--- src/rtl/ahb_matrix_input_stage.sv ---
// rtl/ahb_matrix_input_stage.sv - AHB bus-matrix slave-port input stage with address holding register
// Optional feature: define INPUT_STAGE_HOLD_STATS_EN to enable the hold_cycles counter.
module ahb_matrix_input_stage (
  input  logic        HCLK,
  input  logic        HRESET,
  input  logic        HSELS,
  input  logic [31:0] HADDRS,
  input  logic [1:0]  HTRANSS,
  input  logic        HWRITES,
  input  logic [2:0]  HSIZES,
  input  logic [3:0]  HPROTS,
  input  logic        HREADYS,
  output logic        HREADYOUTS,
  output logic [1:0]  HRESPS,
  output logic        sel_dec,
  output logic [21:0] decode_addr_dec,
  output logic [1:0]  trans_dec,
  output logic [31:0] addr_in,
  output logic        write_in,
  output logic [2:0]  size_in,
  output logic [3:0]  prot_in,
  input  logic        active_dec,
  input  logic        readyout_dec,
  input  logic [1:0]  resp_dec,
  output logic        held_tran,
  output logic [15:0] hold_cycles
);

  localparam logic [1:0] RESP_OKAY = 2'b00;

  typedef enum logic [1:0] {
    ST_IDLE = 2'd0,
    ST_HELD = 2'd1,
    ST_DATA = 2'd2
  } state_t;

  state_t      state;
  state_t      state_next;
  logic        accept;
  logic        take;
  logic        capture;

  logic [31:0] hold_addr;
  logic [1:0]  hold_trans;
  logic        hold_write;
  logic [2:0]  hold_size;
  logic [3:0]  hold_prot;

  assign accept  = HSELS & HTRANSS[1] & HREADYS;
  // A new address phase is only considered when no transfer is pending or
  // the current data phase completes this cycle.
  assign capture = take & accept;

  // State register
  always_ff @(posedge HCLK) begin
    if (HRESET) begin
      state <= ST_IDLE;
    end else begin
      state <= state_next;
    end
  end

  // Next-state and master-side response; DATA completing behaves exactly like IDLE
  always_comb begin
    state_next = state;
    HREADYOUTS = 1'b1;
    HRESPS     = RESP_OKAY;
    take       = 1'b0;
    case (state)
      ST_IDLE: begin
        take = 1'b1;
      end
      ST_HELD: begin
        HREADYOUTS = 1'b0;
        if (active_dec) begin
          state_next = ST_DATA;
        end
      end
      ST_DATA: begin
        HREADYOUTS = readyout_dec;
        HRESPS     = resp_dec;
        if (readyout_dec) begin
          take = 1'b1;
        end
      end
      default: begin
        state_next = ST_IDLE;
      end
    endcase
    if (take) begin
      if (accept) begin
        state_next = active_dec ? ST_DATA : ST_HELD;
      end else begin
        state_next = ST_IDLE;
      end
    end
  end

  // Holding register: captures every accepted address phase, frozen while HELD
  always_ff @(posedge HCLK) begin
    if (HRESET) begin
      hold_addr  <= 32'd0;
      hold_trans <= 2'd0;
      hold_write <= 1'b0;
      hold_size  <= 3'd0;
      hold_prot  <= 4'd0;
    end else if (capture) begin
      hold_addr  <= HADDRS;
      hold_trans <= HTRANSS;
      hold_write <= HWRITES;
      hold_size  <= HSIZES;
      hold_prot  <= HPROTS;
    end
  end

  assign held_tran = (state == ST_HELD);

  // Decoder/output-stage mux: holding register while HELD, live master signals otherwise
  always_comb begin
    sel_dec   = HSELS;
    addr_in   = HADDRS;
    trans_dec = HTRANSS;
    write_in  = HWRITES;
    size_in   = HSIZES;
    prot_in   = HPROTS;
    if (held_tran) begin
      sel_dec   = 1'b1;
      addr_in   = hold_addr;
      trans_dec = hold_trans;
      write_in  = hold_write;
      size_in   = hold_size;
      prot_in   = hold_prot;
    end
  end

  assign decode_addr_dec = addr_in[31:10];

`ifdef INPUT_STAGE_HOLD_STATS_EN
  logic [15:0] hold_cnt;

  // Saturating count of cycles spent waiting for a grant
  always_ff @(posedge HCLK) begin
    if (HRESET) begin
      hold_cnt <= 16'd0;
    end else if ((state == ST_HELD) && (hold_cnt != 16'hFFFF)) begin
      hold_cnt <= hold_cnt + 16'd1;
    end
  end

  assign hold_cycles = hold_cnt;
`else
  assign hold_cycles = 16'd0;
`endif

endmodule

--- config.mk ---
export PLATFORM = sky130hd
export DESIGN_NAME = ahb_matrix_input_stage
export DESIGN_NICKNAME = d
export VERILOG_FILES = /design/src/rtl/ahb_matrix_input_stage.sv
export SDC_FILE = /design/constraint.sdc
export NUM_CORES = 1
export LEC_CHECK = 0
export BUFFER_PORTS_ARGS = -buffer_cell sky130_fd_sc_hd__buf_4
export CORE_MARGIN = 2
export CORE_UTILIZATION = 35
export DETAILED_ROUTE_END_ITERATION = 8
export PLACE_DENSITY = 0.72
export SLEW_MARGIN = 20
export SYNTH_ARGS = -nofsm -noshare
export SYNTH_HDL_FRONTEND = slang
export SYNTH_SLANG_ARGS = --single-unit
--- constraint.sdc ---
create_clock -name HCLK -period 3.1 [get_ports HCLK]
set_clock_uncertainty 0.2 [all_clocks]
set_input_delay 0.775 -clock HCLK [delete_from_list [all_inputs] [get_ports HCLK]]
set_output_delay 0.775 -clock HCLK [all_outputs]
set_load 0.03 [all_outputs]
Word-level counts from Yosys, hierarchy flattened
Cells that the tools add are included.
Widths: inputs -> output; s select.
{"block": "totals", "register_bits": 44, "in_bits": 50, "output_inout_bits": 85, "elab_cells": 31}
{"block": "classes", "n_eq_ne": 4, "mux": 15, "bitwise_logic": 3, "n_reduce_logical": 3}
{"op": "$mux 32", "n": 1}
{"op": "$mux 2", "n": 6}
{"op": "$mux 4", "n": 1}
{"op": "$pmux 1 s2", "n": 2}
{"op": "$pmux 2 s2", "n": 1}
{"op": "$and 1x1->1", "n": 3}
{"op": "$mux 1", "n": 3}
{"op": "$mux 3", "n": 1}
{"op": "$ne 3x2->1 const B", "n": 1}
{"op": "$eq 2x1->1 const B", "n": 1}
{"op": "$eq 2x2->1 const B", "n": 1}
{"op": "$logic_not 2->1", "n": 1}
{"op": "$ne 2x1->1 const B", "n": 1}
{"op": "$reduce_and 2->1", "n": 1}
{"op": "$reduce_or 2->1", "n": 1}

Logic depth before layout (Yosys ltp)
{"block": "logic_depth", "word_depth": 4, "depth_mapped": 6, "ltp_nobuf": 5}

Least setup slack after synthesis
Ideal clock, no wire load.
{"block": "synth_path", "kind": "input port to output port", "from": "input port resp_dec[0]", "to": "output port HRESPS[0]", "t_arrival_ps": 1506, "required_time_ps": 2125, "setup_slack_ps": 619, "path_stages": 1, "path_buffers": 0, "path_cell_list": "nor3b_1"}
{"block": "synth_via", "elab_chain_len": 1}
{"item": "start: declaration", "line_no": "24", "text": "input logic [1:0] resp_dec,"}
{"item": "$mux 2", "line_no": "69", "text": "case (state)"}
{"item": "end: declaration", "line_no": "14", "text": "output logic [1:0] HRESPS,"}
Every way passes these cells.

Worst setup path after layout
{"block": "layout_path", "from": "register state[0]", "to": "output port addr_in[23]"}
{"block": "layout_via", "elab_chain_len": 2}
{"item": "start: declaration", "line_no": "37", "text": "state_t state;"}
{"item": "start signal: assignment", "line_no": "59", "text": "state <= state_next;"}
{"item": "$eq 2x1->1", "line_no": "116", "text": "assign held_tran = (state == ST_HELD);"}
{"item": "$mux 32", "line_no": "126", "text": "if (held_tran) begin"}
{"item": "end: declaration", "line_no": "18", "text": "output logic [31:0] addr_in,"}
Every way passes these cells.

==> impl_metrics.py <==
metrics = {
    "global_routing": {
        "grt_first_pass_wirelength_um": 9990,
        "via_count_of_the_first_global_routing_pass": 2116,
        "grt_overflow": 0,
        "aggregate_global_route_resource_usage": 0.137,
        "grt_max_degree": 47,
        "antenna_violations_before_repair": 0,
    },
    "pwr": {
        "ir_worst_vdd_mv": 0.184,
        "power_per_cell_area_nw_per_um2": 403,
        "total_leakage_power_uw": 0.00151,
    },
    "timing": {
        "timing.slew.headroom": 0.621,
        "finalHoldViolations": 0,
        "tmin_final_ns": 2.87,
        "layout_setup_ws_ns": 0.227,
        "timing_max_transition_violations_final": 0,
        "final.setup.tns_ns": 0,
        "worst_slew_pin_slew_ns": 0.568,
        "timing.fmax_mhz": 348,
        "setup_viol_count_final": 0,
        "rsz0062_at_grt": "no",
        "post-route-period-util": 0.927,
    },
    "cts": {
        "clockBufferDepth": 2,
        "tritoncts": "done",
        "clkLatencyLatePin_ns": 0.29,
        "cts.reportedPaths.clkPinSlew_ns": 0.09,
        "tritoncts.num_buffers": 5,
        "post_cts_resize_count": 0,
        "postCtsHoldBufs": 0,
        "ctsHtreeMaxLevel": 2,
        "post_cts_buffers": 0,
        "tritoncts_num_sinks": 44,
        "root_buffer": "sky130_fd_sc_hd__clkbuf_8",
    },
    "setup_path": {
        "worst_setup_path_start_kind": "flop",
        "rr_endpoint": "state[1]$_SDFFE_PP0P_",
        "timing.critical_path.fanout_max": 33,
        "setup.worst_path.class": "flop to primary output",
        "r2r_start": "state[0]$_SDFFE_PP0P_",
        "cp.arrival_ns": 1.90,
        "rrSetupSlack_ns": 1.34,
        "crit_path_end_kind": "primary output",
        "reg2reg_depth": 4,
        "critical_path_required_ns": 2.12,
    },
    "placement": {
        "numPlacedInstances": 471,
        "dp.final_hpwl_um": 4390,
        "routabilityCongestion": 0.657,
        "portBuffers": 118,
        "post-place-ws_ns": 0.557,
    },
    "die": {
        "chipWidth_um": 94.7,
        "initial_core_util": 0.356,
        "core_area_um2": 8090,
        "floorplan.die.height_um": 94.7,
        "design.die.area_um2": 8960,
        "i_o_pin_count": 135,
        "rows": 33,
    },
    "routing": {
        "detailedRoute.firstIterationViolations": 47,
        "drtPass1Iterations": 4,
        "post_drt_via_cell_ratio": 4.71,
        "vias": 2258,
        "drt-total-wl_um": 6270,
        "routedWlPerCell_um": 13.1,
        "antenna_violating_nets_post_route": 0,
        "drc": 0,
    },
    "layout": {
        "final_core_util": 0.457,
        "antenna_diode_count": 0,
        "area_of_combinational_cells_with_multiple_inputs_um2": 1600,
        "area.growth.synth_to_final_pct": 28.4,
        "layout-drive-gt1-share": 0.594,
        "nFillCells": 789,
        "flip_flop_and_latch_area_um2": 881,
        "num-nets-final": 423,
        "final_cell_count_no_fill": 479,
    },
    "logic_synthesis": {
        "post_synth_num_cell_types": 25,
        "yosysWarningCount": 0,
        "mappedNetlistArea_um2": 2880,
        "seq_area_frac_synth": 0.306,
        "syn_inst": 291,
        "postSynthAreaPerCell_um2": 9.89,
        "ffs_latches_synth": 44,
    },
    "hold_path": {
        "hold_endpoint": "hold_addr[9]$_SDFFE_PP0P_",
        "hold_class": "flop to flop",
        "whs_path_depth": 2,
        "hold_path.startpoint": "hold_addr[9]$_SDFFE_PP0P_",
    },
    "flow_run": {
        "timing.max_cap.violations": 0,
    },
    "run_status": {
        "run_status": "finished, final reports clean",
    },
}
## cells by family (layout without fill, tap and decap cells)
family | Yosys count | in the layout | synth area share
AO/OA/AOI/OAI | 83 | 83 | 0.269
flip-flops | 44 | 44 | 0.306
multiplexers | 43 | 43 | 0.168
other | 1 | 16 | 0.00130
AND/OR/NAND/NOR | 53 | 53 | 0.0970
buffers and inverters | 67 | 135 | 0.159
## Yosys cell counts (all sizes together)
master  instances  area, um2
a21bo          40        400
nor2            3       11.3
mux2           42        473
a21oi          41        348
nor3b           3       22.5
conb            1       3.75
nand2           2       10.0
a211oi          2       25.0
nand3          40        200
and4b           1       10.0
mux2i           1       10.0
clkbuf          9       35.0
nand2b          3       18.8
or2             1       6.26
inv             2       7.50
buf            56        415
dfxtp          44        881
## power breakdown
group          total (uW)  switching, uW  leakage, uW  internal (uW)
registers             593           9.65     0.000357            584
logic                 413            241      0.00109            172
clock network         482            197    0.0000645            284
total                1490            449      0.00151           1040
## worst max-delay path by stage
stage,from,endpoint,slack (ns),depth (start not counted)
2_1_floorplan,resp_dec[0],HRESPS[0],0.62,1
3_3_place_gp,state[1]$_SDFFE_PP0P_,decode_addr_dec[3],0.59,6
3_5_place_dp,state[0]$_SDFFE_PP0P_,addr_in[13],0.56,5
4_1_cts,state[0]$_SDFFE_PP0P_,addr_in[23],0.21,5
5_1_grt,state[1]$_SDFFE_PP0P_,decode_addr_dec[19],0.14,6
6_report,state[0]$_SDFFE_PP0P_,addr_in[23],0.23,5
## state kept, by name, indices dropped and copies added, names as in the netlist
register / count
hold_addr: 32
hold_write: 1
hold_prot: 4
hold_size: 3
hold_trans: 2
state: 2
## routing by layer
layer | up-vias | track usage | routed length, um
met5 | - | 0 | 0
met4 | 0 | 0.0362 | 61
met3 | 7 | 0.0263 | 421
met2 | 80 | 0.240 | 2960
met1 | 1031 | 0.172 | 2820
li1 | 1140 | - | -
## layout make-up
| type | instances | area share |
|---|---|---|
| Tap cell | 105 | 0.0355 |
| Sequential cell | 44 | 0.238 |
| Multi-Input combinational cell | 195 | 0.433 |
| Clock buffer | 7 | 0.0261 |
| Clock inverter | 1 | 0.00812 |
| Timing Repair Buffer | 125 | 0.257 |
| Inverter | 2 | 0.00203 |
## worst max-delay path, cell delays in order, from the launching register on
cell	delay, ns
sky130_fd_sc_hd__dfxtp_1	0.42
sky130_fd_sc_hd__nand2_1	0.13
sky130_fd_sc_hd__inv_2	0.24
sky130_fd_sc_hd__buf_12	0.25
sky130_fd_sc_hd__mux2_2	0.37
sky130_fd_sc_hd__buf_4	0.17
## placed cells by master, fill, tap and decap left out, drive strengths merged, types with 2 or more instances in the layout
cell type  Yosys  routed
buf           56     125
dfxtp         44      44
mux2          42      42
a21oi         41      41
nand3         40      40
a21bo         40      40
conb           1      16
clkbuf         9       7
nor3b          3       3
nor2           3       3
nand2b         3       3
a211oi         2       2
inv            2       2
nand2          2       2
## per-stage QoR
stage / total power, uW / cell area, um2 / hold WS (ns)
6_report: 1490 / 3700 / 0.285
3_3_place_gp: 1020 / 3570 / 0.260
5_1_grt: 1560 / 3700 / 0.335
4_1_cts: 1510 / 3700 / 0.292
3_5_place_dp: 1020 / 3570 / 0.274
2_1_floorplan: 912 / 2930 / 0.231
Power figures use the tool's default switching activity.
